`config.mk`:
```
export PLATFORM = sky130hd
export DESIGN_NAME = if_fetch
export DESIGN_NICKNAME = d
export VERILOG_FILES = /design/src/rtl/if_fetch_pkg.sv /design/src/rtl/if_redirect_hold.sv /design/src/rtl/if_fetch.sv
export SDC_FILE = /design/constraint.sdc
export NUM_CORES = 1
export LEC_CHECK = 0
export ABC_CLOCK_PERIOD_IN_PS = 2300
export CORE_ASPECT_RATIO = 1.5
export CORE_MARGIN = 1.5
export CORE_UTILIZATION = 46
export DETAILED_ROUTE_END_ITERATION = 10
export HOLD_SLACK_MARGIN = 0.03
export PLACE_DENSITY = 0.81
export SYNTH_ARGS = -nofsm -noshare
export SYNTH_HDL_FRONTEND = slang
export SYNTH_SLANG_ARGS = --single-unit
```
`constraint.sdc`:
```
create_clock -name clk -period 2.3 [get_ports clk]
set_input_delay 0.23 -clock clk [delete_from_list [all_inputs] [get_ports clk]]
set_output_delay 0.23 -clock clk [all_outputs]
set_load 0.02 [all_outputs]
```
`src/rtl/if_fetch_pkg.sv`:
```
// Shared widths, stall encodings and bus layouts for the instruction-fetch stage.
// Also holds the reset-vector constant that if_fetch uses as its default RESET_PC.
package if_fetch_pkg;

   localparam int STALL_BUS_W = 6;
   localparam int BR_WD       = 33;
   localparam int IF_TO_ID_WD = 33;

   localparam logic [31:0] RESET_VECTOR = 32'hBFC0_0000;

   typedef enum logic {
      NO_STOP = 1'b0,
      STOP    = 1'b1
   } stop_e;

   typedef struct packed {
      logic        br_e;
      logic [31:0] br_addr;
   } br_bus_t;

   typedef struct packed {
      logic        ce;
      logic [31:0] pc;
   } if_to_id_t;

   function automatic logic [31:0] seq_pc(input logic [31:0] pc);
      return pc + 32'd4;
   endfunction

   function automatic logic is_misaligned(input logic [31:0] addr);
      return addr[1:0] != 2'b00;
   endfunction

endpackage

```
`src/rtl/if_redirect_hold.sv`:
```
// Captures a branch redirect that arrives while IF is stalled and picks next_pc.
// Priority: live branch, then held redirect, then sequential pc + 4.
module if_redirect_hold
   import if_fetch_pkg::*;
(
   input  logic        clk,
   input  logic        rst,
   input  logic        stall_pc,
   input  logic        br_e,
   input  logic [31:0] br_addr,
   input  logic [31:0] pc,
   output logic [31:0] next_pc
);

   logic        redir_v;
   logic [31:0] redir_addr;

   // A redirect seen during a stall is parked here; the newest one wins, and any
   // cycle where the PC advances consumes (or discards) whatever is parked.
   always_ff @(posedge clk) begin
      if (rst) begin
         redir_v    <= 1'b0;
         redir_addr <= 32'd0;
      end else if (stall_pc == NO_STOP) begin
         redir_v <= 1'b0;
      end else if (br_e) begin
         redir_v    <= 1'b1;
         redir_addr <= br_addr;
      end
   end

   always_comb begin
      next_pc = seq_pc(pc);
      if (br_e) begin
         next_pc = br_addr;
      end else if (redir_v) begin
         next_pc = redir_addr;
      end
   end

endmodule

```
`src/rtl/if_fetch.sv`:
```
// Instruction-fetch stage: owns the PC, drives the inst SRAM request and the IF->ID bus.
// Define IF_ADEL_EN to add misaligned-fetch detection (fetch_adel / fetch_badvaddr).
module if_fetch
   import if_fetch_pkg::*;
#(
   parameter logic [31:0] RESET_PC = RESET_VECTOR
)
(
   input  logic                   clk,
   input  logic                   rst,
   input  logic [STALL_BUS_W-1:0] stall,
   input  logic [BR_WD-1:0]       br_bus,
   output logic [IF_TO_ID_WD-1:0] if_to_id_bus,
   output logic                   inst_sram_en,
   output logic [3:0]             inst_sram_wen,
   output logic [31:0]            inst_sram_addr,
   output logic [31:0]            inst_sram_wdata
`ifdef IF_ADEL_EN
   ,
   output logic                   fetch_adel,
   output logic [31:0]            fetch_badvaddr
`endif
);

   br_bus_t     br;
   if_to_id_t   to_id;
   logic [31:0] pc_r;
   logic        ce_r;
   logic [31:0] next_pc;
   logic        unused_stall;

   assign br           = br_bus_t'(br_bus);
   assign unused_stall = &{1'b0, stall[STALL_BUS_W-1:1]};

   if_redirect_hold u_redirect_hold (
      .clk      (clk),
      .rst      (rst),
      .stall_pc (stall[0]),
      .br_e     (br.br_e),
      .br_addr  (br.br_addr),
      .pc       (pc_r),
      .next_pc  (next_pc)
   );

   // Reset parks the PC one word before the vector so the first real fetch
   // lands exactly on RESET_PC with ce raised.
   always_ff @(posedge clk) begin
      if (rst) begin
         pc_r <= RESET_PC - 32'd4;
         ce_r <= 1'b0;
      end else if (stall[0] == NO_STOP) begin
         pc_r <= next_pc;
         ce_r <= 1'b1;
      end
   end

`ifdef IF_ADEL_EN
   // A misaligned fetch is suppressed at the SRAM and reported as an address error.
   always_comb begin
      to_id          = '{ce: ce_r, pc: pc_r};
      inst_sram_en   = ce_r;
      fetch_adel     = 1'b0;
      fetch_badvaddr = 32'd0;
      if (ce_r && is_misaligned(pc_r)) begin
         to_id.ce       = 1'b0;
         inst_sram_en   = 1'b0;
         fetch_adel     = 1'b1;
         fetch_badvaddr = pc_r;
      end
   end
`else
   always_comb begin
      to_id        = '{ce: ce_r, pc: pc_r};
      inst_sram_en = ce_r;
   end
`endif

   assign if_to_id_bus    = to_id;
   assign inst_sram_wen   = 4'b0000;
   assign inst_sram_addr  = pc_r;
   assign inst_sram_wdata = 32'd0;

endmodule

```
==> summary.md, run 1 <==
| Metric | Value |
|---|---|
| Post-synth top flop | dfxtp_1 |
| Worst R2R Path Depth | 5 |
| Number of H-tree levels | 3 |
| Cts repair resizes | 0 |
| GRT Total Usage | 0.247 |
| Die X | 79.9 um |
| Post-layout util | 0.612 |
| Final setup TNS | 0 ns |
| CTS tree | built |
| Power density over the cells | 724 nW/um^2 |
| Crit end category | flip-flop |
| Die Y | 118 um |
| Asr flop ratio synth | 0 |
| Setup violators final | 0 |
| Drt first pass iters | 7 |
| RSZ-0062 raised after global routing | no |
| Via count | 4274 |
| FILL cells | 752 |
| # DRC | 0 |
| Worst-path clk slew | 0.06 ns |
| Hold Crit Depth | 2 |
| Routed WL | roughly 12 mm |
| Launching point of the worst reg2reg path | inst_sram_addr[10] |
| Seq/Total Area, Yosys | 0.323 |
| Crit path kind | flip-flop to flip-flop |
| Final Power | 3.77 mW |
| Gr ovfl total | 0 |
| Buffers on Ports | 101 |
| Clock sinks | 66 |
| Cts hold-fix bufs | 0 |
| Hold path startpoint | u_redirect_hold.redir_addr[16] |
| CTS buffer count | 9 |
| Antenna violations before repair | 0 |
| Reg-to-Reg End | inst_sram_addr[23] |
| Hold endpoint | u_redirect_hold.redir_addr[16] |
| Synth Warn # | 0 |
| Startpoint types | flip-flop |
| Unique masters post-synth | 56 |
| Routability cong. | 0.945 |
| Pins Over Slew Limit | 0 |
| Dpl hpwl | roughly 8.4 mm |
| R2R Setup Slk | 0.30 ns |
| Share of layout cells above drive strength 1 | 0.0945 |
| Synthesized flop and latch total | 66 |
| Largest net degree at the start of global routing | 30 |
| Class of the worst hold path | flip-flop to flip-flop |
| Peak supply drop | around 0.00053 V |
| Num rows | 41 |
| Clock Tree Buf Depth | 2 |
| Initial core utilization | 0.480 |
| Fin. Hold Viols | 0 |
| Fmax | 0.499 GHz |
| Arrival @ worst endpoint | 2.21 ns |
| Post-synth EDFFs | 0 |
| Clock Tree Root | clkbuf_16 |
| First-pass GRT wire length | 18.8 mm |
| Worst-skew pair later-pin latency | between 0.3 and 0.4 ns |
| Worst EP required | approximately 2.5 ns |
| Area of the die | 9470 sq um |
| Area delta synth->final | 27.5% |
| Mapped Area | between 4000 and 5000 sq um |
| Avg Vias per Cell | 6.02 |
| Starting DRT DRC Count | 450 |
| Number of global-route vias before repair | 3893 |
| # Max-Cap Violations | 0 |
| Crit share post-route | 0.871 |
| Core Area | approximately 8500 sq um |
| Outcome | finished clean |
| Layout Skew | 0.00559 ns |
| Hold_ws | 0.453 ns |
| Ant. Diodes | 0 |
| Max_slew headroom | 0.614 |
| Worst Path Max Fanout | 11 |
| Worst Max-Slew Pin Slew | 0.576 ns |
| Gate Count Post-Synth | 531 |
| DR WL/cell | 16.5 um |
| Final ANT Viol Nets | 0 |
| Tmin final | between 2 and 2.5 ns |
| I/O Pins | around 140 |
| Fin nets | 640 |
| Mean post-synth cell area | 7.69 sq um |
| Post-CTS Setup Inserts | 0 |
| Pleak | 2.02 nW |
[metal layers]
metal	global-route usage	up-vias	share of wire
met5	0	-	0
met4	0.129	0	0.039
met3	0.0332	49	0.075
met2	0.409	276	0.49
met1	0.305	1980	0.39
li1	-	1969	-
[worst max-delay path: stages (launching register included)]
cell and delay (ns):
dfxtp_1 0.45, nand4_2 0.29, or3_1 0.52, buf_4 0.19, nor4_1 0.33, nor3_1 0.11
[where the power goes]
group | internal, mW | total [mW] | switching (mW) | leakage [nW]
Sequential | 1.23 | 1.33 | 0.107 | 0.544
Clock | 0.868 | 1.39 | 0.518 | 0.141
Combinational | 0.442 | 1.05 | 0.610 | 1.33
Total | 2.54 | 3.77 | 1.24 | 2.02
[synthesized netlist by cell type (6+ instances only)]
library cell   n  area share
dfxtp_1       66        0.32
nor4_1        11       0.017
nand3_1       12       0.015
a211oi_1      10       0.018
nand4_1        9       0.014
a21oi_1       48       0.059
inv_1         15       0.014
o211ai_1       6       0.011
a2bb2oi_1      9       0.019
o21ai_0       17       0.021
a221oi_1       9       0.019
nor2_1        17       0.016
nor3_1        12       0.015
a221o_1        8       0.020
a311oi_1       9       0.019
clkbuf_1      32       0.029
buf_4         69        0.13
nand2_1       90       0.083
o22ai_1        6      0.0092
[cells by family (layout without fill, tap and decap cells)]
| family | after synthesis | count (layout) | synth area share |
|---|---|---|---|
| and+or+nand+nor | 192 | 192 | 0.238 |
| AOI/OAI and AO/OA | 147 | 147 | 0.250 |
| other | 1 | 36 | 0.000918 |
| buffers and inverters | 121 | 158 | 0.178 |
| adders and majority gates | 1 | 1 | 0.00306 |
| muxes | 3 | 3 | 0.00735 |
| DFF | 66 | 66 | 0.323 |
[per-stage QoR]
| stage | instances | setup WS, ns | cell area [sq um] |
|---|---|---|---|
| 6_report | 710 | 0.296 | 5210 |
| 5_1_grt | 710 | 0.176 | 5210 |
| 4_1_cts | 710 | 0.339 | 5210 |
| 3_5_place_dp | 694 | 0.222 | 4900 |
| 3_3_place_gp | 694 | 0.275 | 4900 |
| 2_1_floorplan | 566 | 0.295 | 4220 |
[state kept, by name, indices dropped and copies added (netlist names)]
signal	flops
inst_sram_en	1
inst_sram_addr	32
u_redirect_hold.redir_addr	32
u_redirect_hold.redir_v	1
[layout by cell type, fill, tap and decap left out, drive strengths merged, types with 8 or more instances in the layout]
master	netlist	layout
nand3	14	14
clkdlybuf4s50	0	101
a311oi	9	9
a221o	8	8
a221oi	10	10
nand2	90	90
inv	15	15
conb	1	36
a211oi	10	10
buf	74	26
a21oi	48	48
a2bb2oi	9	9
nand4	12	12
nor2	17	17
o21ai	17	17
nor3	13	13
nor4	11	11
dfxtp	66	66
clkbuf	32	10
[area by class of cell]
class	count	area [sq um]	share of cell area
Timing Repair Buffer	127	1220	0.234
Clock buffer	10	239	0.0459
Tap cell	107	134	0.0257
Multi-Input combinational cell	379	2170	0.417
Sequential cell	66	1320	0.254
Clock inverter	6	66.3	0.0127
Inverter	15	56.3	0.0108
[how the worst max path moves through the flow]
stage | depth (start not counted) | startpoint | end
detailed placement | 5 | stall[0] | inst_sram_addr[28]
global placement | 5 | stall[0] | inst_sram_addr[28]
CTS | 4 | inst_sram_addr[10] | inst_sram_addr[28]
finish | 5 | inst_sram_addr[10] | inst_sram_addr[23]
global route | 6 | inst_sram_addr[3] | inst_sram_addr[20]
floorplan | 5 | inst_sram_addr[2] | inst_sram_addr[28]
Power figures use the tool's default switching activity.
==> run 2, diff against run 1 <==
CAP_MARGIN = 20   (was default)
==> results of run 2 <==
Final layout, timing and power as in run 1 (identical DEF).
==> run 3, diff against run 2 <==
PLACE_DENSITY = 0.92   (was 0.81)
==> run 3 against run 2 <==
Largest cell class unchanged. Via count rose by 0.35%. Clock power rose by 11%. Critical path depth did not move. Die area did not move.
==> summary.md, run 3 (synthesis gave the netlist of run 1 again) <==
| Metric | Value |
|---|---|
| Num rows | 41 |
| Hold Crit Depth | 3 |
| Dpl hpwl | about 8.6 mm |
| Routed WL | 12.0 mm |
| CTS tree | built |
| Hold endpoint | u_redirect_hold.redir_addr[1] |
| Class of the worst hold path | input pin to flip-flop |
| Gr ovfl total | 0 |
| Number of global-route vias before repair | 3875 |
| Post-CTS Setup Inserts | 0 |
| Antenna violations before repair | 0 |
| Drt first pass iters | 6 |
| FILL cells | around 740 |
| # Max-Cap Violations | 0 |
| Peak supply drop | 0.000495 V |
| Cts repair resizes | 0 |
| Worst Path Max Fanout | 6 |
| Core Area | 8520 sq um |
| Crit path kind | flip-flop to flip-flop |
| Worst path buffer plus inverter count | 0 |
| Crit path largest cell delay | 0.50 ns |
| Initial core utilization | 0.480 |
| Hold path startpoint | br_bus[1] |
| Worst-path clk slew | about 0.060 ns |
| Die Y | 118 um |
| Worst-skew pair later-pin latency | 0.35 ns |
| Power density over the cells | 751 nW/um^2 |
| R2R Setup Slk | about 0.21 ns |
| Buffers on Ports | 101 |
| Crit share post-route | 0.909 |
| Tmin final | 2.09 ns |
| Ant. Diodes | 0 |
| RSZ-0062 raised after global routing | no |
| Post-placement cell area | 4910 sq um |
| Reg-to-Reg End | inst_sram_addr[28] |
| Critical path's slowest cell | or4_4 |
| Via count | 4289 |
| Final Power | 3.93 mW |
| CTS buffer count | 9 |
| Starting DRT DRC Count | 489 |
| Number of H-tree levels | 3 |
| Pins Over Slew Limit | 0 |
| Worst EP required | ~2.6 ns |
| Routability cong. | between 0.8 and 0.9 |
| Share of layout cells above drive strength 1 | 0.0945 |
| Die X | 79.9 um |
| Launching point of the worst reg2reg path | inst_sram_addr[3] |
| Clock Tree Buf Depth | 2 |
| I/O Pins | about 140 |
| Layout Skew | 0.00767 ns |
| Crit path cell chain | ha_1 -> nand4_2 -> or4_4 -> o311a_1 -> a221oi_2 |
| Area of the die | 9470 sq um |
| Fmax | 0.478 GHz |
| # DRC | 0 |
| Worst R2R Path Depth | 5 |
| Largest net degree at the start of global routing | 24 |
| Setup violators final | 0 |
| Clock sinks | 66 |
| Final setup TNS | 0 ns |
| Startpoint types | flip-flop |
| GRT Total Usage | 0.256 |
| DR WL/cell | between 15 and 20 um |
| Post-route cell area | 5240 sq um |
| Outcome | finished clean |
| Crit end category | flip-flop |
| Crit path max-delay family | simple AND/OR/NAND/NOR gates |
| Final ANT Viol Nets | 0 |
| Clock Tree Root | clkbuf_16 |
| Post-layout util | 0.615 |
| Max_slew headroom | 0.597 |
| Cts hold-fix bufs | 0 |
| Most frequent cells in the layout | clkdlybuf4s50_1 (101), nand2_1 (90), dfxtp_1 (66) |
| Arrival @ worst endpoint | 2.35 ns |
| Avg Vias per Cell | 6.04 |
| Most common cell after layout, fill and taps aside | clkdlybuf4s50_1 |
| Worst Max-Slew Pin Slew | between 0.6 and 0.7 ns |
| First-pass GRT wire length | 18.9 mm |
| Fin nets | approximately 640 |
| Pleak | 2.04 nW |
| Fin. Hold Viols | 0 |
| Area delta synth->final | 28.2% |
## run 3: changes by cell type in the layout (fill, tap and decap cells not counted), sizes merged
cell      change
clkinv        -2
buf           +1
bufinv        +1
clkbuf        +1
clkinvlp      -1
## run 3: routing by layer
layer / global-route usage / part of all wire / up-vias
met5: 0 / 0 / -
met4: 0.130 / 0.044 / 0
met3: 0.0556 / 0.083 / 55
met2: 0.425 / 0.50 / 287
met1: 0.301 / 0.38 / 1983
li1: - / - / 1964
## run 3: metrics by stage
stage,instances,hold slack (ns),setup slack [ns]
finish,710,0.452,0.210
global route,710,0.467,0.119
CTS,710,0.453,0.226
detailed placement,695,0.446,0.208
global placement,695,0.437,0.292
floorplan,566,0.366,0.295
## run 3: area by class of cell
type                    instances  area (sq um)  area share
multi-input cells             379          2170       0.415
well taps                     107           134      0.0256
repair buffers                128          1230       0.234
clock inverters                 4          75.1      0.0143
clock buffers                  11           253      0.0483
flip-flops and latches         66          1320       0.252
inverters                      15          56.3      0.0108
## run 3: worst register-to-register path, cell delays in order, from the launching register on
cell	delay (ns)
dfxtp_1	0.44
ha_1	0.30
nand4_2	0.23
or4_4	0.51
o311a_1	0.35
a221oi_2	0.17
## run 3: where the power goes
part	total [mW]	switching (mW)	internal (mW)	leakage, nW
Sequential	1.33	0.103	1.23	0.544
Combinational	1.07	0.620	0.449	1.34
Clock	1.54	0.534	1.00	0.154
Total	3.93	1.26	2.68	2.04
## run 3: worst max path at each step
stage	slack (ns)	startpoint	cells after the start	to
final	0.21	inst_sram_addr[3]	5	inst_sram_addr[28]
after global routing	0.12	inst_sram_addr[3]	5	inst_sram_addr[28]
after CTS	0.23	inst_sram_addr[3]	5	inst_sram_addr[28]
after detailed placement	0.21	stall[0]	5	inst_sram_addr[24]
after global placement	0.29	stall[0]	5	inst_sram_addr[28]
after floorplan	0.29	inst_sram_addr[2]	5	inst_sram_addr[28]
